## config.mk

```make
export PLATFORM = sky130hd
export DESIGN_NAME = seg_dp_update
export DESIGN_NICKNAME = d
export VERILOG_FILES = /design/src/rtl/seg_dp_pkg.sv /design/src/rtl/dp_align_pipe.sv /design/src/rtl/seg_dp_update.sv
export SDC_FILE = /design/constraint.sdc
export NUM_CORES = 1
export LEC_CHECK = 0
export ABC_AREA = 1
export ABC_CLOCK_PERIOD_IN_PS = 15200
export CAP_MARGIN = 10
export CORE_MARGIN = 5
export CORE_UTILIZATION = 35
export CTS_BUF_LIST = sky130_fd_sc_hd__clkbuf_4 sky130_fd_sc_hd__clkbuf_8
export CTS_CLUSTER_SIZE = 30
export DETAILED_ROUTE_END_ITERATION = 10
export RECOVER_POWER = 25
export SKIP_LAST_GASP = 1
export SLEW_MARGIN = 20
export SYNTH_ARGS = -nofsm -noshare
export SYNTH_HDL_FRONTEND = slang
export SYNTH_SLANG_ARGS = --single-unit
```

## constraint.sdc

```tcl
create_clock -name clk_in -period 15.2 [get_ports clk_in]
set_input_delay 3.04 -clock clk_in [delete_from_list [all_inputs] [get_ports clk_in]]
set_output_delay 3.04 -clock clk_in [all_outputs]
set_load 0.02 [all_outputs]
```

## src/rtl/seg_dp_pkg.sv

```systemverilog
// seg_dp_pkg: shared types, constants and the saturating adder for the segmentation DP blocks.
package seg_dp_pkg;

    localparam int BW    = 32;
    localparam int I_MAX = 160;
    localparam int IW    = $clog2(I_MAX);

    localparam logic signed [BW-1:0] F_MAX = {1'b0, {(BW-1){1'b1}}};
    localparam logic signed [BW-1:0] F_MIN = {1'b1, {(BW-1){1'b0}}};

    typedef enum logic [1:0] {IDLE, ACCUM, DRAIN, WRITE} state_t;

    typedef struct packed {
        logic                 valid;
        logic [IW-1:0]        j;
        logic signed [BW-1:0] emin;
        logic                 first;
    } samp_t;

    // One extra bit of headroom; the two top bits disagree exactly on overflow.
    function automatic logic signed [BW-1:0] sat_add(input logic signed [BW-1:0] a, input logic signed [BW-1:0] b);
        logic [BW:0] s;
        s = {a[BW-1], a} + {b[BW-1], b};
        return (s[BW] ^ s[BW-1]) ? (s[BW] ? F_MIN : F_MAX) : s[BW-1:0];
    endfunction

endpackage

```

## src/rtl/dp_align_pipe.sv

```systemverilog
// dp_align_pipe: delays accepted emin samples so they meet the cost-BRAM read data.
module dp_align_pipe
    import seg_dp_pkg::*;
#(
    parameter int DEPTH = 2
) (
    input  logic  clk_in,
    input  logic  rst_in,
    input  samp_t d,
    output samp_t q,
    output logic  pending
);

    samp_t sr [DEPTH];

    always_ff @(posedge clk_in or negedge rst_in) begin
        if (!rst_in) begin
            for (int k = 0; k < DEPTH; k++) sr[k] <= '0;
        end else begin
            sr[0] <= d;
            for (int k = 1; k < DEPTH; k++) sr[k] <= sr[k-1];
        end
    end

    always_comb begin
        pending = 1'b0;
        for (int k = 0; k < DEPTH; k++) pending = pending | sr[k].valid;
    end

    assign q = sr[DEPTH-1];

endmodule

```

## src/rtl/seg_dp_update.sv

```systemverilog
// seg_dp_update: F(i) = min_j sat(F(j-1) + Emin(j,i)) with arg-min backpointer, written once per frame.
module seg_dp_update
    import seg_dp_pkg::*;
#(
    parameter int RD_LAT = 2
) (
    input  logic                 clk_in,
    input  logic                 rst_in,
    input  logic                 start_in,
    input  logic [IW-1:0]        i_in,
    input  logic [IW-1:0]        j_in,
    input  logic signed [BW-1:0] emin_in,
    input  logic                 emin_valid_in,
    output logic [IW-1:0]        f_req,
    input  logic signed [BW-1:0] f_resp,
    output logic [IW-1:0]        wr_addr,
    output logic signed [BW-1:0] wr_f,
    output logic [IW-1:0]        wr_b,
    output logic                 wr_en,
    output logic                 done_out,
    output logic                 busy_out,
    output logic                 err_out
);

    state_t               state, next_state;
    logic [IW-1:0]        i_reg, expect_j, argmin;
    logic signed [BW-1:0] min_f, addend, sum;
    logic                 accept, pending, bad;
    samp_t                d, q;

    assign accept = (state == ACCUM) && emin_valid_in;
    assign d      = {accept, j_in, emin_in, j_in == '0};

    dp_align_pipe #(.DEPTH(RD_LAT)) u_align (
        .clk_in  (clk_in),
        .rst_in  (rst_in),
        .d       (d),
        .q       (q),
        .pending (pending)
    );

    assign addend = q.first ? '0 : f_resp;
    assign sum    = sat_add(addend, q.emin);
    assign bad    = (accept && (j_in != expect_j || j_in > i_reg))
                 || (emin_valid_in && state != ACCUM)
                 || (start_in && state != IDLE);

    always_ff @(posedge clk_in or negedge rst_in) begin
        if (!rst_in) state <= IDLE;
        else         state <= next_state;
    end

    // DRAIN waits until the pipe is empty, so the last compare has already landed in min_f.
    always_comb begin
        next_state = state;
        if (state == IDLE && start_in)       next_state = ACCUM;
        else if (accept && j_in == i_reg)    next_state = DRAIN;
        else if (state == DRAIN && !pending) next_state = WRITE;
        else if (state == WRITE)             next_state = IDLE;
    end

    always_ff @(posedge clk_in or negedge rst_in) begin
        if (!rst_in) begin
            i_reg    <= '0;
            expect_j <= '0;
            argmin   <= '0;
            min_f    <= F_MAX;
            err_out  <= 1'b0;
        end else begin
            err_out <= err_out | bad;
            if (state == IDLE && start_in) begin
                i_reg    <= i_in;
                expect_j <= '0;
                argmin   <= '0;
                min_f    <= F_MAX;
            end
            if (accept) expect_j <= expect_j + 1'b1;
            if (q.valid && sum < min_f) begin
                min_f  <= sum;
                argmin <= q.j;
            end
        end
    end

    always_comb begin
        wr_en    = state == WRITE;
        done_out = state == WRITE;
        busy_out = state != IDLE;
        wr_addr  = wr_en ? i_reg : '0;
        wr_f     = wr_en ? min_f : '0;
        wr_b     = wr_en ? argmin : '0;
        f_req    = (accept && j_in != '0) ? j_in - 1'b1 : '0;
    end

endmodule

```

==> flow_results.org <==
** Synthesis
- Async set or reset register ratio after synthesis :: 100.0%
- Number of unique standard cell types used by synthesis :: 47
- Post-synth EDFFs :: 0
- The most used flip-flop cell after synthesis is dfrtp_1.
- Seq cells post-synth :: 143
- Yosys warns :: 0
- Summing the sequential cell areas from Yosys gives 41.35% of the chip area.
- Post-synthesis cell area :: 8747 um2
- In the synthesized netlist, the number of instances is approximately 1,100.
- Average footprint of a synthesized cell :: 7.666 um2
- Synthesis produced a netlist with a net count of approximately 1,300.

** Place
- Port buffering added 143 buffers.
- Dpl hpwl :: 17,730 um
- Placed cell count :: 1,571
- Last weighted congestion value of the routability-driven placer :: about 0.90
- After detailed placement, the total cell area comes to ~10,000 um2.
- Worst slack, placed :: around 4700 ps

** CTS
- Root Buffer :: clkbuf_8
- After clock tree synthesis, the clock-pin slew on the worst setup and hold paths is about 100 ps.
- At the later pin of the worst-skew pair, clock insertion delay measures 460 ps.
- Number of hold buffers added after cts :: 0
- Buffer levels on the longest clock path :: 2
- Buffers added to address setup during post-CTS repair amount to 0.
- For this design, the sink count on the clock tree is 143.
- The H-tree was split into 4 levels.
- Clock tree from TritonCTS :: built
- Count of instances resized after the clock tree is built :: 0
- The number of clock buffers added by TritonCTS is 17.

** Outcome
- The final reports fail on capacitance limit, slew limit.
- Outcome :: finished with violations

** Timing
- The number of pins exceeding their max-slew limit in the final report is ~70.
- At the pin with the least slew margin, the transition time is 3699 ps.
- Setup violations remaining at the end of the flow were counted as 0.
- Worst rel slew slack :: -146.6%
- Timing-limited maximum frequency :: 98.58 MHz
- Total negative slack :: 0 ps
- The final critical path takes up 66.74% of the cycle.
- Unrepaired setup endpoints after global routing :: false
- Final period demand of the worst path :: approximately 10,000 ps
- Setup Skew :: 15.02 ps
- Crit path setup slack, layout :: 5056 ps
- Final hold viol count :: 0
- Across all hold checks on the routed design, the worst slack comes to 341.4 ps.

** Floorplan
- The total area inside the core boundary comes to 24,460 um2.
- Initial core utilization :: about 36%
- Die span in x :: 168.1 um
- Row generation in the floorplan step produced 57 rows.
- Ports placed on the boundary :: 144
- Y dimension of the die :: between 150 and 200 um
- The die covers 28,250 um2.

** Pwr
- The share of total power dissipated in sequential elements is 33.4%.
- Power comes to 1.645 mW.
- Part of the power in the clock network :: 18.5%
- In this run the power spent charging and discharging nets is 740.1 uW.
- Of the total power, the share spent switching nets is 45.00%.
- Logic gate share of total power :: 48.1%
- Cell internal pwr :: around 900 uW
- Leakage power of the design :: about 5.5 nW
- Peak ir drop on the vdd network :: 0.09062 mV
- Power density normalized to cell area :: 152.3 nW/um2

** Route
- Once detail routing completed, the nets flagged for antenna violations numbered 0.
- The routed design has 23,720 um of wire.
- Pre-antenna DRT Iters :: 5
- DR iter-0 viols :: 482
- Dividing the detail-routed via count by the number of cells gives between 4 and 5.
- Summing over every cut layer, the via total after detailed routing is roughly 7,600.
- Final routed wire length divided by cell count :: 14.79 um
- Number of remaining DRC errors :: 0

** Global routing
- Overflow left after global routing :: 0
- Global-route wire length before repair :: 39,190 um
- Global routing consumed, over all layers together, 16.91% of the routing resources.
- The via count of the first global-routing pass was 7,789.
- Initial antenna violation count :: 0
- Maximum number of pins on one net before global-route repair :: 75

** Worst setup path
- The critical path is of the in -> reg type.
- In this run the critical register-to-register path is captured at min_f[12]$_DFFE_PN1P_.
- Crit. End Element :: flip-flop
- Worst R2R Path Depth :: 29
- The startpoint identified for the worst register-to-register timing path is u_align.q[0]$_DFF_PN0_.
- Critical-path cell with the highest stage delay :: nand3_4
- Data required, critical path :: 15,580 ps
- In this run the worst path has a maximum fanout of between 40 and 50.
- CP arrival :: around 11,000 ps
- Crit path buffers/inverters :: 4
- Highest cell delay on the worst timing path :: 790 ps
- Most used cell, CP :: nand2_1
- The worst register-to-register path has a setup slack of 7460 ps.
- Worst Setup Start Kind :: input pin
- CP top delay family :: simple AND/OR/NAND/NOR gates

** Min path
- The worst hold path passes through 0 cells.
- In this run the most critical hold path is launched from u_align.sr[74]$_DFF_PN0_.
- Worst min-delay path category :: reg -> reg
- Hold worst-path end :: u_align.q[32]$_DFF_PN0_

** Cells and area
- Fin nets :: around 1,400
- Antenna cell count :: 0
- The finished cells cover 10,800 um2.
- Cells fill 44.14% of the core in the end.
- The library cell used most frequently in the layout, excluding fill and tap cells, is nand2_1.
- In the layout the commonest cells are nand2_1 (244), inv_1 (190), nor2_1 (133), clkdlybuf4s50_1 (114), dfrtp_1 (112).
- Post-route insts no fill :: 1,603
- Filler cell count in the final layout :: ~2,500
- In the final layout, the share of cells above drive strength 1 is 7.975%.
- Area delta synth->final :: 23.44%

** Run
- Max-cap violations in this run came to 1.
## power groups by stage
stage	registers, mW	clock network, mW	logic, mW
after floorplan	0.540	0	0.606
after global placement	0.556	0	0.781
after detailed placement	0.557	0	0.794
after CTS	0.550	0.314	0.798
after global routing	0.561	0.329	0.913
final	0.549	0.305	0.791
## worst max path at each step
stage | to | cells after the start | startpoint
2_1_floorplan | argmin[0]$_DFFE_PN0P_ | 33 | f_resp[2]
3_3_place_gp | min_f[14]$_DFFE_PN1P_ | 30 | f_resp[2]
3_5_place_dp | min_f[12]$_DFFE_PN1P_ | 31 | f_resp[2]
4_1_cts | min_f[12]$_DFFE_PN1P_ | 31 | f_resp[2]
5_1_grt | min_f[16]$_DFFE_PN1P_ | 30 | f_resp[2]
6_report | min_f[12]$_DFFE_PN1P_ | 30 | f_resp[2]
## area by class of cell
class	instances	area, um2	share of cell area [%]
clock buffer	17	234.0	2.167
clock inverter	15	148.9	1.379
inverter	195	732.0	6.779
multi-input combinational	762	4205	38.95
sequential	143	3617	33.50
tap	324	405.4	3.754
timing repair buffer	147	1455	13.48
## Yosys cell counts, drive strengths merged, types with 5 or more instances
cell / n / area, um2
nand2: 260 / 1018
inv: 193 / 724.4
nor2: 133 / 499.2
dfrtp: 112 / 2803
ha: 76 / 950.9
nand3: 72 / 377.9
a21oi: 63 / 315.3
nand4: 46 / 287.8
o21ai: 37 / 185.2
dfstp: 31 / 814.5
clkbuf: 24 / 90.09
buf: 17 / 105.1
or2: 11 / 68.82
nor3: 10 / 55.05
xor2: 7 / 61.31
o21bai: 6 / 45.04
a21o: 5 / 37.54
a31oi: 5 / 31.28
## cell families (layout without fill, tap and decap cells)
| kind of cell | count (synthesis) | in the layout | share of synthesized area, % |
|---|---|---|---|
| buffers and inverters | 236 | 374 | 10.60 |
| flip-flops | 143 | 143 | 41.35 |
| AO/OA/AOI/OAI | 137 | 137 | 9.040 |
| adder cells (fa/ha/maj) | 77 | 77 | 11.10 |
| XOR/XNOR | 11 | 11 | 1.101 |
| AND/OR/NAND/NOR | 537 | 537 | 26.81 |
## per-layer routing
| layer | up-vias | part of all wire (%) | track usage, % |
|---|---|---|---|
| li1 | 3906 | - | - |
| met1 | 3571 | 46 | 22.57 |
| met2 | 142 | 47 | 28.25 |
| met3 | 25 | 4.6 | 3.423 |
| met4 | 0 | 1.6 | 4.234 |
| met5 | - | 0 | 0 |
(Power assumes the default switching activity.)
